## src/rtl/gray_pkg.sv

```systemverilog
// Shared constants and Gray/binary conversion helpers for the gray counter.
// The helpers work on 16-bit values, which is the widest legal counter.
// Narrower codes are passed zero-extended.
package gray_pkg;

  localparam int GRAY_DEFAULT_WIDTH = 3;
  localparam int GRAY_MAX_WIDTH     = 16;

  // Binary to reflected Gray code.
  function automatic logic [GRAY_MAX_WIDTH-1:0] bin2gray(input logic [GRAY_MAX_WIDTH-1:0] bin);
    return bin ^ (bin >> 1);
  endfunction

  // Reflected Gray code back to binary.
  // Each binary bit is the XOR of all Gray bits at or above it.
  function automatic logic [GRAY_MAX_WIDTH-1:0] gray2bin(input logic [GRAY_MAX_WIDTH-1:0] gray);
    logic [GRAY_MAX_WIDTH-1:0] bin;
    bin[GRAY_MAX_WIDTH-1] = gray[GRAY_MAX_WIDTH-1];
    for (int i = GRAY_MAX_WIDTH - 2; i >= 0; i--) begin
      bin[i] = bin[i+1] ^ gray[i];
    end
    return bin;
  endfunction

endpackage

```

## src/rtl/gray_bin2gray.sv

```systemverilog
// Purely combinational binary-to-Gray converter of parameterizable width.
module gray_bin2gray #(
  parameter int WIDTH = 3
) (
  input  logic [WIDTH-1:0] bin_i,
  output logic [WIDTH-1:0] gray_o
);

  // Adjacent binary bits XORed.
  // The MSB passes through unchanged.
  assign gray_o = bin_i ^ (bin_i >> 1);

endmodule

```

## src/rtl/gray.sv

```systemverilog
// Synchronous Gray-code up-counter with a sticky wrap flag.
// The state is a binary count.
// The next Gray value is derived from the next binary count and then registered.
// As a result, Output never has a combinational path from the inputs.
// Optional feature: define GRAY_BIN_OUT_EN to expose the registered binary count on BinOut.
// WIDTH must be in the range 2..16.
module gray
  import gray_pkg::*;
#(
  parameter int WIDTH = GRAY_DEFAULT_WIDTH
) (
  input  logic             Clk,
  input  logic             Reset,
  input  logic             En,
  output logic [WIDTH-1:0] Output,
  output logic             Overflow
`ifdef GRAY_BIN_OUT_EN
  ,
  output logic [WIDTH-1:0] BinOut
`endif
);

  localparam logic [WIDTH-1:0] LAST_BIN = {WIDTH{1'b1}};

  logic [WIDTH-1:0] bin_q, bin_d;
  logic [WIDTH-1:0] gray_q, gray_d;
  logic             ovf_q, ovf_d;

  // Next binary count and sticky wrap flag.
  // Holding keeps bin_d equal to bin_q.
  // Because of that, the converted Gray value also holds.
  always_comb begin
    bin_d = bin_q;
    ovf_d = ovf_q;
    if (En) begin
      bin_d = bin_q + 1'b1;
      if (bin_q == LAST_BIN) begin
        ovf_d = 1'b1;
      end
    end
  end

  gray_bin2gray #(
    .WIDTH (WIDTH)
  ) u_bin2gray (
    .bin_i  (bin_d),
    .gray_o (gray_d)
  );

  // State register.
  // Reset wins over En.
  always_ff @(posedge Clk) begin
    if (Reset) begin
      bin_q  <= '0;
      gray_q <= '0;
      ovf_q  <= 1'b0;
    end else begin
      bin_q  <= bin_d;
      gray_q <= gray_d;
      ovf_q  <= ovf_d;
    end
  end

  assign Output   = gray_q;
  assign Overflow = ovf_q;

`ifdef GRAY_BIN_OUT_EN
  assign BinOut = bin_q;
`endif

endmodule

```

## config.mk

```make
export PLATFORM = sky130hd
export DESIGN_NAME = gray
export DESIGN_NICKNAME = d
export VERILOG_FILES = /design/src/rtl/gray_pkg.sv /design/src/rtl/gray_bin2gray.sv /design/src/rtl/gray.sv
export SDC_FILE = /design/constraint.sdc
export NUM_CORES = 1
export LEC_CHECK = 0
export ABC_AREA = 0
export CAP_MARGIN = 25
export CORE_AREA = 2 2 39 41
export DETAILED_ROUTE_END_ITERATION = 6
export DIE_AREA = 0 0 41 43
export HOLD_SLACK_MARGIN = 0.06
export SLEW_MARGIN = 5
export SYNTH_ARGS = -nofsm -noshare
export SYNTH_HDL_FRONTEND = slang
export SYNTH_SLANG_ARGS = --single-unit
```

## constraint.sdc

```tcl
create_clock -name Clk -period 1.4 [get_ports Clk]
set_input_delay 0.42 -clock Clk [delete_from_list [all_inputs] [get_ports Clk]]
set_output_delay 0.42 -clock Clk [all_outputs]
set_load 0.01 [all_outputs]
```

==> summary.log <==
qor: setup_path.cp.required 1.53 ns
qor: placed_design.hpwlAfterDp 348.7 um
qor: min_path.hold_start Overflow
qor: placed_design.place.gp.congestion 0.6997
qor: finish.postLayoutCoreUtil 0.2893
qor: sta.period_share 0.9555
qor: synth.yosys.area.top_type sky130_fd_sc_hd__dfxtp_1
qor: floorplan.initial_utilization 0.2107
qor: global_routing.grt_antenna_before_repair 0
qor: pwr.vdd_ir_drop_max 0.5152 mV
qor: setup_path.worstReg2RegStart bin_q[0]
qor: route.via_per_inst 4.019
qor: run.drv.max_cap_violation_count 0
qor: sta.report.final.setup_viol 0
qor: finish.final_nets 45
qor: floorplan.floorplan.die.width 41 um
qor: route.detailed_route_wl 427 um
qor: cts.clock_insertion_delay_worst_skew 0.24 ns
qor: setup_path.critical_path.startpoint En
qor: route.dr_total_vias 217
qor: finish.post_route_cells_drive_above_1_share 0.2895
qor: pwr.power_per_standard_cell_area 1092 mW/mm^2
qor: floorplan.io_pins 7
qor: sta.final_critical_path_setup_slack 0.06232 ns
qor: floorplan.die_y 43 um
qor: synth.synth_area_per_cell 10.80 sq um
qor: global_routing.grt_max_degree 7
qor: sta.timing.hold.ws 0.4700 ns
qor: sta.layout_min_cycle_time 1.338 ns
qor: placed_design.dpl_worst_slack -0.1926 ns
qor: pwr.p_leak 0.1952 nW
qor: cts.cts_htree_levels 1
qor: global_routing.grt_overflow_total 0
qor: cts.cts_post_setup_buffers_inserted 0
qor: synth.synth_cells 27
qor: sta.tightestPinTransition 0.1949 ns
qor: sta.fin_skew 0.001613 ns
qor: sta.fmax 747.6 MHz
qor: route.final_antenna_net_count 0
qor: cts.cts_max_path_buffers 2
qor: finish.final_cell_area 400.4 sq um
qor: run_status.run_status finished, final reports clean
qor: pwr.total_power 0.4372 mW
qor: synth.yosys-top-cells-area sky130_fd_sc_hd__dfxtp_1 41%, sky130_fd_sc_hd__ha_1 8.6%, sky130_fd_sc_hd__nor2_1 7.7%
qor: min_path.hold_path.class flip-flop to flip-flop
qor: global_routing.grt_pass1_vias 199
qor: setup_path.r2r_depth 3
qor: synth.fraction_of_the_yosys_area_taken_by_sequential_cells 0.4120
qor: global_routing.grt_first_pass_wirelength 752 um
qor: synth.netlist_area 291.5 sq um
qor: cts.cts_tree done
qor: min_path.hold_path_cells 2
qor: sta.grt_setup_unrepaired no
qor: sta.timing_hold_violations_final 0
qor: synth.postSynth.asyncResetShare 0
qor: sta.max_slew_violation_count 0
qor: setup_path.critPathKind primary input to flip-flop
qor: route.wl_per_cell 7.907 um
qor: synth.postSynthRegisterBits 6
qor: setup_path.crit_path_max_fanout 3
qor: route.drt_iter0_drc 2
qor: finish.ant_diodes 0
qor: route.drt_first_pass_iters 2
qor: synth.synth.top_cell.area_share 0.4120
qor: placed_design.place.port_buffers 6
qor: floorplan.core 0.001384 sq mm
qor: synth.synth_edf_count 0
qor: synth.synth_common_cells 6 x sky130_fd_sc_hd__dfxtp_1, 6 x sky130_fd_sc_hd__nor2_1, 2 x sky130_fd_sc_hd__ha_1, 2 x sky130_fd_sc_hd__mux2i_1, 2 x sky130_fd_sc_hd__xnor2_1
qor: synth.synth_warnings 0
qor: placed_design.dpl_cell_area 382.9 sq um
qor: cts.cts_num_sinks 6
qor: global_routing.groute.usage.overall 0.06855
qor: sta.worst_slew_margin_rel 0.8697
qor: setup_path.critPathCaptureType flip-flop
qor: synth.synth_cell_type_count 14
qor: setup_path.start_kind primary input
qor: cts.clk_pin_slew 0.04 ns
qor: floorplan.core.rowCount 14
qor: finish.flow.area_growth_from_synthesis 37.34%
qor: cts.numCtsBuffers 3
qor: floorplan.floorplan.die_area 0.001763 sq mm
qor: synth.postSynthNetCount 32
qor: cts.clockRootBuffer sky130_fd_sc_hd__clkbuf_4
qor: setup_path.data_arrival_at_the_endpoint_of_the_critical_path 1.47 ns
qor: synth.ys_dominant_reg_cell sky130_fd_sc_hd__dfxtp_1
qor: route.drc 0
==> layout by cell type, fill, tap and decap left out <==
cell / n
sky130_fd_sc_hd__ha_1: 2
sky130_fd_sc_hd__a21oi_2: 1
sky130_fd_sc_hd__xor2_1: 1
sky130_fd_sc_hd__mux2i_1: 2
sky130_fd_sc_hd__nor2_1: 6
sky130_fd_sc_hd__clkbuf_4: 3
sky130_fd_sc_hd__clkdlybuf4s50_1: 2
sky130_fd_sc_hd__nor2b_1: 1
sky130_fd_sc_hd__a211oi_2: 1
sky130_fd_sc_hd__dfxtp_1: 6
sky130_fd_sc_hd__a21oi_1: 1
sky130_fd_sc_hd__nor2_4: 1
sky130_fd_sc_hd__dlygate4sd2_1: 4
sky130_fd_sc_hd__xnor2_1: 2
sky130_fd_sc_hd__mux2_4: 1
sky130_fd_sc_hd__buf_4: 4
==> final cells by class <==
cell class / instances / area [sq um]
fill: 154 / 983.4
multi-input combinational: 19 / 152.6
sequential: 6 / 120.1
timing repair buffer: 10 / 85.08
clock buffer: 3 / 22.52
tap: 16 / 20.02
==> routing by layer <==
| layer | vias up | track usage | share of wire |
|---|---|---|---|
| met5 | - | 0 | 0 |
| met4 | 0 | 0.02000 | 0 |
| met3 | 0 | 0.07853 | 0.11 |
| met2 | 8 | 0.08125 | 0.44 |
| met1 | 99 | 0.07818 | 0.45 |
| li1 | 110 | - | - |
==> sequential cells by signal, indices dropped and copies added, names as in the netlist <==
signal,flops
bin_q,3
Output,2
Overflow,1
==> worst paths after layout <==
kind	end	slack, ns
max reg2reg	Output[0]	0.12
min reg2reg	Overflow	0.47
max	Output[0]	0.06
min	Overflow	0.47
==> through the flow <==
stage	cells	setup TNS, ns
detailed placement	51	-0.6962
global placement	51	-0.6350
CTS	54	0
floorplan	27	0
global route	54	0
finish	54	0
==> kinds of logic after synthesis <==
logic type,count (synthesis),synth area share
buffers and inverters,2,0.06438
adder cells (fa/ha/maj),2,0.08582
AO/OA/AOI/OAI,3,0.09011
multiplexers,3,0.1202
flip-flops,6,0.4120
XOR/XNOR,3,0.09015
AND/OR/NAND/NOR,8,0.1373
==> worst max-delay path, stage by stage <==
cell and delay (ns):
sky130_fd_sc_hd__clkdlybuf4s50_1 0.57, sky130_fd_sc_hd__nor2_4 0.06, sky130_fd_sc_hd__a21oi_2 0.12, sky130_fd_sc_hd__mux2_4 0.30
==> where the power goes <==
part	switching [mW]	internal (mW)
sequential	0.00597	0.184
combinational	0.0401	0.0499
clock	0.0600	0.0968
==> what timing repair did <==
item | CTS | global route
hold buffers | 0 | 0
setup endpoints to repair | 4 | 0
resized for setup | 4 | 0
Power figures use the tool's default switching activity.
